File: config.mk
export PLATFORM = sky130hd
export DESIGN_NAME = uart_cmd_ctrl
export DESIGN_NICKNAME = d
export VERILOG_FILES = /design/src/rtl/uart_cmd_pkg.sv /design/src/rtl/uart_cmd_tx_sched.sv /design/src/rtl/uart_cmd_ctrl.sv
export SDC_FILE = /design/constraint.sdc
export NUM_CORES = 1
export LEC_CHECK = 0
export CORE_UTILIZATION = 36
export CTS_BUF_LIST = sky130_fd_sc_hd__clkbuf_4
export DETAILED_ROUTE_END_ITERATION = 8
export GPL_TIMING_DRIVEN = 1
export RECOVER_POWER = 50
export SLEW_MARGIN = 20
export SYNTH_ARGS = -nofsm -noshare
export SYNTH_HDL_FRONTEND = slang
export SYNTH_SLANG_ARGS = --single-unit
File: constraint.sdc
create_clock -name CLK -period 2 [get_ports CLK]
set_input_delay 0.3 -clock CLK [delete_from_list [all_inputs] [get_ports CLK]]
set_output_delay 0.3 -clock CLK [all_outputs]
set_load 0.05 [all_outputs]
File: src/rtl/uart_cmd_pkg.sv
// ============================================================================
// uart_cmd_pkg : opcodes, FSM encodings and operand addresses shared by the
//                UART command controller and its TX byte scheduler.
// Revision     : 1.0
// ============================================================================
`default_nettype none

package uart_cmd_pkg;

  localparam logic [7:0] OPC_RF_WR   = 8'hAA;
  localparam logic [7:0] OPC_RF_RD   = 8'hBB;
  localparam logic [7:0] OPC_ALU_OP  = 8'hCC;
  localparam logic [7:0] OPC_ALU_NOP = 8'hDD;

  localparam int OPA_ADDR = 0;
  localparam int OPB_ADDR = 1;

  typedef enum logic [3:0] {
    ST_IDLE     = 4'd0,
    ST_WR_ADDR  = 4'd1,
    ST_WR_DATA  = 4'd2,
    ST_RD_ADDR  = 4'd3,
    ST_RD_WAIT  = 4'd4,
    ST_OPA      = 4'd5,
    ST_OPB      = 4'd6,
    ST_FUN      = 4'd7,
    ST_ALU_WAIT = 4'd8,
    ST_TX       = 4'd9
  } cmd_state_t;

  typedef enum logic [1:0] {
    TX_IDLE = 2'd0,
    TX_LO   = 2'd1,
    TX_HI   = 2'd2
  } tx_state_t;

endpackage

`default_nettype wire

File: src/rtl/uart_cmd_tx_sched.sv
// ============================================================================
// uart_cmd_tx_sched : pushes a one- or two-byte result (LSB first) into the
//                     TX FIFO, stalling while the FIFO is full.
// Revision          : 1.0
// ============================================================================
`default_nettype none

module uart_cmd_tx_sched
  import uart_cmd_pkg::*;
#(
  parameter int DATA_WIDTH = 8
) (
  input  logic                    CLK,
  input  logic                    RST,
  input  logic                    start,
  input  logic [2*DATA_WIDTH-1:0] result,
  input  logic                    two_byte,
  input  logic                    fifo_full,
  output logic [DATA_WIDTH-1:0]   tx_data,
  output logic                    tx_vld,
  output logic                    done
);

  tx_state_t               r_state;
  logic [2*DATA_WIDTH-1:0] r_result;
  logic                    r_two_byte;

  always_ff @(posedge CLK) begin
    if (RST) begin
      r_state    <= TX_IDLE;
      r_result   <= '0;
      r_two_byte <= 1'b0;
      tx_data    <= '0;
      tx_vld     <= 1'b0;
      done       <= 1'b0;
    end else begin
      tx_vld <= 1'b0;
      done   <= 1'b0;
      case (r_state)
        TX_IDLE: begin
          if (start) begin
            r_result   <= result;
            r_two_byte <= two_byte;
            r_state    <= TX_LO;
          end
        end
        TX_LO: begin
          // tx_data only moves on a write, so it holds steady through a stall
          if (!fifo_full) begin
            tx_data <= r_result[DATA_WIDTH-1:0];
            tx_vld  <= 1'b1;
            if (r_two_byte) begin
              r_state <= TX_HI;
            end else begin
              done    <= 1'b1;
              r_state <= TX_IDLE;
            end
          end
        end
        TX_HI: begin
          if (!fifo_full) begin
            tx_data <= r_result[2*DATA_WIDTH-1:DATA_WIDTH];
            tx_vld  <= 1'b1;
            done    <= 1'b1;
            r_state <= TX_IDLE;
          end
        end
        default: r_state <= TX_IDLE;
      endcase
    end
  end

endmodule

`default_nettype wire

File: src/rtl/uart_cmd_ctrl.sv
// ============================================================================
// uart_cmd_ctrl : decodes UART command frames into register-file / ALU
//                 control and schedules result bytes into the TX FIFO.
//                 UART_CMD_TIMEOUT_EN adds an inter-byte frame timeout.
// Revision      : 1.0
// ============================================================================
`default_nettype none

module uart_cmd_ctrl
  import uart_cmd_pkg::*;
#(
  parameter int DATA_WIDTH     = 8,
  parameter int ADDR_WIDTH     = 4,
  parameter int FUN_WIDTH      = 4,
  parameter int TIMEOUT_CYCLES = 1024
) (
  input  logic                    CLK,
  input  logic                    RST,
  input  logic [DATA_WIDTH-1:0]   RX_P_DATA,
  input  logic                    RX_D_VLD,
  input  logic [DATA_WIDTH-1:0]   RF_RdData,
  input  logic                    RF_RdData_VLD,
  input  logic [2*DATA_WIDTH-1:0] ALU_OUT,
  input  logic                    ALU_OUT_VLD,
  input  logic                    FIFO_FULL,
  output logic [ADDR_WIDTH-1:0]   RF_Address,
  output logic                    RF_WrEn,
  output logic                    RF_RdEn,
  output logic [DATA_WIDTH-1:0]   RF_WrData,
  output logic [FUN_WIDTH-1:0]    ALU_FUN,
  output logic                    ALU_EN,
  output logic                    CLK_GATE_EN,
  output logic [DATA_WIDTH-1:0]   TX_P_DATA,
  output logic                    TX_D_VLD,
  output logic                    CMD_ERR
);

  localparam logic [DATA_WIDTH-1:0] C_OPC_WR  = DATA_WIDTH'(OPC_RF_WR);
  localparam logic [DATA_WIDTH-1:0] C_OPC_RD  = DATA_WIDTH'(OPC_RF_RD);
  localparam logic [DATA_WIDTH-1:0] C_OPC_OP  = DATA_WIDTH'(OPC_ALU_OP);
  localparam logic [DATA_WIDTH-1:0] C_OPC_NOP = DATA_WIDTH'(OPC_ALU_NOP);
  localparam logic [ADDR_WIDTH-1:0] C_OPA     = ADDR_WIDTH'(OPA_ADDR);
  localparam logic [ADDR_WIDTH-1:0] C_OPB     = ADDR_WIDTH'(OPB_ADDR);

  generate
    if (TIMEOUT_CYCLES < 1) begin : g_bad_timeout
      $error("TIMEOUT_CYCLES must be at least 1");
    end
  endgenerate

  cmd_state_t              r_state;
  logic [ADDR_WIDTH-1:0]   r_addr;
  logic [2*DATA_WIDTH-1:0] r_result;
  logic                    r_two_byte;
  logic                    r_tx_start;
  logic                    r_alu_done;
  logic                    w_tx_done;
  logic                    w_timeout;

`ifdef UART_CMD_TIMEOUT_EN
  localparam int TW = (TIMEOUT_CYCLES > 2) ? $clog2(TIMEOUT_CYCLES) : 1;
  localparam logic [TW-1:0] C_TO_LAST = TW'(TIMEOUT_CYCLES - 1);

  logic [TW-1:0] r_cnt;
  logic          w_counting;

  assign w_counting = r_state inside {ST_WR_ADDR, ST_WR_DATA, ST_RD_ADDR,
                                      ST_OPA, ST_OPB, ST_FUN};
  assign w_timeout  = w_counting && !RX_D_VLD && (r_cnt == C_TO_LAST);

  always_ff @(posedge CLK) begin
    if (RST || RX_D_VLD || !w_counting) begin
      r_cnt <= '0;
    end else begin
      r_cnt <= r_cnt + 1'b1;
    end
  end
`else
  assign w_timeout = 1'b0;
`endif

  always_ff @(posedge CLK) begin
    if (RST) begin
      r_state     <= ST_IDLE;
      r_addr      <= '0;
      r_result    <= '0;
      r_two_byte  <= 1'b0;
      r_tx_start  <= 1'b0;
      r_alu_done  <= 1'b0;
      RF_Address  <= '0;
      RF_WrEn     <= 1'b0;
      RF_RdEn     <= 1'b0;
      RF_WrData   <= '0;
      ALU_FUN     <= '0;
      ALU_EN      <= 1'b0;
      CLK_GATE_EN <= 1'b0;
      CMD_ERR     <= 1'b0;
    end else begin
      RF_WrEn    <= 1'b0;
      RF_RdEn    <= 1'b0;
      ALU_EN     <= 1'b0;
      CMD_ERR    <= 1'b0;
      r_tx_start <= 1'b0;
      if (ALU_OUT_VLD) CLK_GATE_EN <= 1'b0;

      case (r_state)
        ST_IDLE: begin
          if (RX_D_VLD) begin
            case (RX_P_DATA)
              C_OPC_WR: r_state <= ST_WR_ADDR;
              C_OPC_RD: r_state <= ST_RD_ADDR;
              C_OPC_OP: r_state <= ST_OPA;
              C_OPC_NOP: begin
                r_state     <= ST_FUN;
                CLK_GATE_EN <= 1'b1;
                r_alu_done  <= 1'b0;
              end
              default: CMD_ERR <= 1'b1;
            endcase
          end
        end
        ST_WR_ADDR: begin
          if (RX_D_VLD) begin
            r_addr  <= RX_P_DATA[ADDR_WIDTH-1:0];
            r_state <= ST_WR_DATA;
          end
        end
        ST_WR_DATA: begin
          if (RX_D_VLD) begin
            RF_WrEn    <= 1'b1;
            RF_Address <= r_addr;
            RF_WrData  <= RX_P_DATA;
            r_state    <= ST_IDLE;
          end
        end
        ST_RD_ADDR: begin
          if (RX_D_VLD) begin
            RF_RdEn    <= 1'b1;
            RF_Address <= RX_P_DATA[ADDR_WIDTH-1:0];
            r_state    <= ST_RD_WAIT;
          end
        end
        ST_RD_WAIT: begin
          if (RF_RdData_VLD) begin
            r_result   <= {{DATA_WIDTH{1'b0}}, RF_RdData};
            r_two_byte <= 1'b0;
            r_tx_start <= 1'b1;
            r_state    <= ST_TX;
          end
        end
        ST_OPA: begin
          if (RX_D_VLD) begin
            RF_WrEn    <= 1'b1;
            RF_Address <= C_OPA;
            RF_WrData  <= RX_P_DATA;
            r_state    <= ST_OPB;
          end
        end
        ST_OPB: begin
          if (RX_D_VLD) begin
            RF_WrEn     <= 1'b1;
            RF_Address  <= C_OPB;
            RF_WrData   <= RX_P_DATA;
            CLK_GATE_EN <= 1'b1;
            r_alu_done  <= 1'b0;
            r_state     <= ST_FUN;
          end
        end
        ST_FUN: begin
          // an early result is remembered so ALU_WAIT can leave immediately
          if (ALU_OUT_VLD) begin
            r_result   <= ALU_OUT;
            r_alu_done <= 1'b1;
          end
          if (RX_D_VLD) begin
            ALU_FUN <= RX_P_DATA[FUN_WIDTH-1:0];
            ALU_EN  <= 1'b1;
            r_state <= ST_ALU_WAIT;
          end
        end
        ST_ALU_WAIT: begin
          if (ALU_OUT_VLD || r_alu_done) begin
            if (ALU_OUT_VLD) r_result <= ALU_OUT;
            r_alu_done <= 1'b0;
            r_two_byte <= 1'b1;
            r_tx_start <= 1'b1;
            r_state    <= ST_TX;
          end
        end
        ST_TX: begin
          if (w_tx_done) r_state <= ST_IDLE;
        end
        default: r_state <= ST_IDLE;
      endcase

      if (w_timeout) begin
        r_state     <= ST_IDLE;
        CMD_ERR     <= 1'b1;
        CLK_GATE_EN <= 1'b0;
        r_alu_done  <= 1'b0;
      end
    end
  end

  uart_cmd_tx_sched #(
    .DATA_WIDTH (DATA_WIDTH)
  ) u_tx_sched (
    .CLK       (CLK),
    .RST       (RST),
    .start     (r_tx_start),
    .result    (r_result),
    .two_byte  (r_two_byte),
    .fifo_full (FIFO_FULL),
    .tx_data   (TX_P_DATA),
    .tx_vld    (TX_D_VLD),
    .done      (w_tx_done)
  );

endmodule

`default_nettype wire

### After elaboration in Yosys (flattened, before gate mapping)

Index checks and enable logic that the tools add are counted.

* bits in registers: 77
* bits of input ports: 38
* logic and storage cells: 135

* equal/unequal tests: 31
* mux-type cells: 51
* bitwise gates (word level): 6
* reductions and logical operators: 27

Operators by type and width (count)
* $mux W4: 13
* $mux W16: 3
* $pmux W16 S3: 1
* $pmux W4 S10: 1
* $eq A8 B8 Y1 const B: 4
* $pmux W4 S4: 2
* $ne A2 B2 Y1 const B: 13
* $mux W1: 18
* $eq A4 B3 Y1 const B: 4
* $mux W8: 2
* $pmux W8 S2: 1
* $reduce_and A3 Y1: 4
* $reduce_and A11 Y1: 1
* $reduce_or A2 Y1: 5
* $eq A4 B2 Y1 const B: 2
* $eq A4 B4 Y1 const B: 2
* $mux W2: 4
* $pmux W1 S2: 4
* $reduce_and A2 Y1: 4
* $reduce_bool A4 Y1: 2
* $not A1 Y1: 6
* $pmux W2 S3: 1
* $reduce_and A6 Y1: 1
* $reduce_or A3 Y1: 2
* 13 further kinds: 15

### Logic depth before layout (Yosys ltp)

* depth after elaboration: 4
* gate-level depth with buffers: 7

### Cells and area by module

Synthesis repeated with hierarchy kept, for this count alone.

* cells, all modules: 378
* area, all modules: 3447.1 um^2

By module, submodules not included
* uart_cmd_ctrl: instances 1, cells each 244, area an instance 2269.7 um^2
* uart_cmd_tx_sched: instances 1, cells each 134, area an instance 1177.4 um^2

### Worst setup path before layout

OpenSTA, ideal clock, no wires.

* kind: input port to flip-flop
* from: input RX_P_DATA[6]
* to: register r_state[3]
* library setup time: 0.121 ns
* data arrival time: 1.584 ns
* slack: 0.295 ns
* stages: 4
* buffers on the path: 0
* path through: nand4bb_4 -> a211o_1 -> a2111o_1 -> mux2_4

* cells in the longest elaborated chain, start to end: 3

Ends and longest elaborated chain
* from (decl): line uart_cmd_ctrl.sv:19 `input logic [DATA_WIDTH-1:0] RX_P_DATA,`
* $eq A8 B8 Y1: line uart_cmd_ctrl.sv:109 `case (RX_P_DATA)`
* $ne A5 B1 Y1 (no line) *
* $reduce_and A11 Y1 (no line) *
* to (signal assigned): line uart_cmd_ctrl.sv:110 `C_OPC_WR: r_state <= ST_WR_ADDR;`
* to (signal assigned): line uart_cmd_ctrl.sv:111 `C_OPC_RD: r_state <= ST_RD_ADDR;`
* to (signal assigned): line uart_cmd_ctrl.sv:112 `C_OPC_OP: r_state <= ST_OPA;`
* to (decl): line uart_cmd_ctrl.sv:51 `cmd_state_t r_state;`

Mark *: on every way between the ends. The rest lies on a longest branch, timed or not.
A chain may end at the register's enable or synchronous reset.

### Worst setup path after layout

* from: register RF_Address[0]
* to: output RF_Address[0]

RTL lines
* from (decl): line uart_cmd_ctrl.sv:26 `output logic [ADDR_WIDTH-1:0] RF_Address,`
* from (signal assigned): line uart_cmd_ctrl.sv:131 `RF_Address <= r_addr;`
* from (signal assigned): line uart_cmd_ctrl.sv:139 `RF_Address <= RX_P_DATA[ADDR_WIDTH-1:0];`

No word-level cell between the ends.

==> impl_results.rst <==
.. list-table::
   :header-rows: 1

   * - Metric
     - Value
   * - Top flip-flop cell by instance count after synthesis
     - sky130_fd_sc_hd__dfxtp_1
   * - Required arrival time at the worst endpoint
     - 1700 ps
   * - Layout cell share with drive strength beyond 1
     - 11.8%
   * - Final HPWL from detailed placement
     - 5760 µm
   * - Setup slack of the critical path after layout
     - 104 ps
   * - Max Slew Vio Count
     - 0
   * - Ports placed on the boundary
     - 68
   * - Avg Cell Area, Syn
     - 8.84 µm²
   * - Number of DRC markers in iteration 0
     - 107
   * - Critical path start-end classification
     - flop to primary output
   * - Relative contribution of the clock network to total power
     - 38.9%
   * - Number of nets in the synthesized netlist
     - 424
   * - Warnings, synthesis
     - 0
   * - Count of unique library cells instantiated by Yosys
     - 48
   * - CP endpoint kind
     - primary output
   * - Number of placement rows
     - 35
   * - Area growth from synthesis to final layout
     - 33.3%
   * - Worst-skew pair later-pin latency
     - 410 ps
   * - Fmax
     - 527 MHz
   * - Post-synthesis async set-or-reset flop share
     - 0%
   * - Largest net degree at the start of global routing
     - 42
   * - Unrepaired setup endpoints after global routing
     - false
   * - Setup Fix Bufs, Post-CTS
     - 0
   * - Number of cells produced by synthesis
     - 383
   * - CP Buf/Inv Count
     - 1
   * - CTS root buffer
     - sky130_fd_sc_hd__clkbuf_4
   * - Mapped Area
     - 3390 µm²
   * - Clock transition time at the flip-flop clock pins of the worst setup and hold paths
     - 130 ps
   * - Biggest cell delay along the critical path
     - 820 ps
   * - Post-Route Hold Slack
     - 419 ps
   * - Setup Viol. Count Final
     - 0
   * - Int Power
     - 2.35 mW
   * - Slowest cell on crit path
     - sky130_fd_sc_hd__clkdlybuf4s50_1
   * - Total power per unit cell area
     - 681 nW/µm²
   * - Critical path launch point type
     - flop
   * - Highest-count cells in the layout ignoring fill and taps
     - sky130_fd_sc_hd__dfxtp_1, sky130_fd_sc_hd__clkdlybuf4s50_1, sky130_fd_sc_hd__nand2_1
   * - Average wire per cell in the routed design
     - 13.3 µm
   * - Post-route core utilization
     - 49.1%
   * - Overall track demand over capacity in global routing
     - 16.6%
   * - First-pass GRT wire length
     - 12,900 µm
   * - Flip-flop and latch count after synthesis
     - 77
   * - Final std cells w/o fill
     - 585
   * - Worst Tran Pin Value
     - 829 ps
   * - Worst clock skew on the final layout
     - 18.3 ps
   * - Max-cap violations
     - 0
   * - Overflow left after global routing
     - 0
   * - Fin crit share
     - 94.8%
   * - EDFF count, synth
     - 0
   * - Final count of hold timing violations
     - 0
   * - # clock sinks
     - 77
   * - Total leakage power
     - 1.59 nW
   * - Critical path, cell by cell
     - clkdlybuf4s50_1
   * - CTS HTree Levels
     - 3
   * - Arrival time of data at the critical path endpoint
     - 1600 ps
   * - Fraction of power consumed by combinational cells
     - 10.0%
   * - Maximum ir drop on the vdd rail
     - 0.347 mV
   * - Placeable core region
     - 9200 µm²
   * - Worst setup slack before clock tree synthesis
     - -232 ps
   * - Die outline area
     - 9800 µm²
   * - RePlAce Congestion
     - 0.742
   * - Post-CTS Hold Buffers
     - 0
   * - Initial Utilization
     - 36.8%
   * - Number of vias after detailed routing
     - 2,975
   * - Die Width
     - 99.0 µm
   * - Number of design rule violations left after detail routing
     - 0
   * - Commonest non-fill, non-tap cell in the layout
     - sky130_fd_sc_hd__dfxtp_1
   * - Initial antenna violation count
     - 0
   * - Largest driver fanout on the critical path
     - 2
   * - Sequential element share of the synthesized area
     - 45.5%
   * - Share of total power in sequential cells
     - 51.0%
   * - Total of cells resized after clock tree synthesis
     - 0
   * - Vertical extent of the die
     - 99.0 µm
   * - CTS tree
     - yes
   * - Final net count
     - 510
   * - CP top delay family
     - buffers and inverters
   * - Number of antenna cells inserted
     - 0
   * - Detail Route Antenna Nets
     - 0
   * - Max_slew headroom
     - 44.7%
   * - Count of input and output buffers
     - 67
   * - Path category of the worst min-delay check
     - primary input to flop
   * - Outcome
     - complete, no violations
   * - Via count of the first global-routing pass
     - 2,706
   * - Shortest period the worst path allows
     - 1900 ps
   * - Number of buffers created by CTS
     - 9
   * - Bufs on Longest Clock Path
     - 2
   * - Net switching power of the design
     - 721 µW
   * - Post-detailed-routing wire length
     - 7780 µm
   * - Switching portion of total power
     - 23.5%
   * - Vias/cell
     - 5.09
   * - Placed Instances
     - 569
   * - Number of iterations in the first detailed-routing pass
     - 4
logic make-up (layout without fill, tap and decap cells):
kind of cell,after synthesis,after routing,share of synthesized area [%]
simple gates,154,154,23.3
compound gates,86,86,16.6
flops,77,77,45.5
mux,32,32,9.60
buf+inv,29,120,3.44
fa+ha+maj,3,3,1.11
xor+xnor,2,2,0.517
layout make-up:
class	count	area (µm²)
fillers	921	4680
multi-input cells	277	1730
flip-flops and latches	77	1540
repair buffers	100	900
well taps	111	139
clock inverters	7	123
clock buffers	9	67.6
inverters	4	15.0
stage by stage:
| stage | cell area [µm²] | power (mW) | TNS (ps) |
|---|---|---|---|
| after floorplan | 3390 | 1.75 | 0 |
| final | 4510 | 3.07 | 0 |
| after detailed placement | 4360 | 1.92 | -992 |
| after CTS | 4550 | 3.11 | 0 |
| after global placement | 4360 | 1.91 | -901 |
| after global routing | 4510 | 3.20 | 0 |
final timing paths:
kind                               startpoint             to  slack [ps]  cells after the start
worst min-delay path                      RST      r_addr[1]         420                      2
worst max-delay path            RF_Address[0]  RF_Address[0]         100                      1
worst min register to register     ALU_FUN[1]     ALU_FUN[1]         460                      2
worst max register to register     r_state[2]   RF_WrData[0]         160                      6
sequential cells by signal, indices dropped and copies added (netlist names), 2 cells and up:
signal               cells
r_state                  4
RF_Address               4
ALU_FUN                  4
r_addr                   4
u_tx_sched.r_state       2
r_result                16
u_tx_sched.tx_data       8
RF_WrData                8
u_tx_sched.r_result     16
power groups by stage:
stage / logic [mW] / registers (mW) / clock network, mW
2_1_floorplan: 0.141 / 1.61 / 0
3_3_place_gp: 0.312 / 1.60 / 0
3_5_place_dp: 0.315 / 1.60 / 0
4_1_cts: 0.317 / 1.57 / 1.22
5_1_grt: 0.333 / 1.57 / 1.29
6_report: 0.308 / 1.57 / 1.20
synth_stat cells (3+ instances only):
library cell	instances	area, µm²
sky130_fd_sc_hd__a211oi_1	19	143
sky130_fd_sc_hd__a21oi_1	38	190
sky130_fd_sc_hd__a221oi_1	3	26.3
sky130_fd_sc_hd__a22o_1	4	35.0
sky130_fd_sc_hd__and2_1	3	18.8
sky130_fd_sc_hd__buf_2	6	30.0
sky130_fd_sc_hd__clkbuf_1	17	63.8
sky130_fd_sc_hd__dfxtp_1	77	1540
sky130_fd_sc_hd__ha_1	3	37.5
sky130_fd_sc_hd__inv_1	4	15.0
sky130_fd_sc_hd__mux2i_1	31	310
sky130_fd_sc_hd__nand2_1	53	199
sky130_fd_sc_hd__nand2b_1	7	43.8
sky130_fd_sc_hd__nand3_1	14	70.1
sky130_fd_sc_hd__nor2_1	37	139
sky130_fd_sc_hd__nor2b_1	5	31.3
sky130_fd_sc_hd__nor3_1	16	80.1
sky130_fd_sc_hd__o21a_1	3	22.5
sky130_fd_sc_hd__o21ai_0	5	25.0
layer usage:
layer	routed length [µm]	vias to the layer above	global-route usage, %
met3	266	9	2.84
met1	4000	1371	23.2
met5	0	-	0
met4	83	0	6.20
met2	3440	59	25.7
li1	-	1536	-
Note: power is estimated with default switching activity, not from simulation.
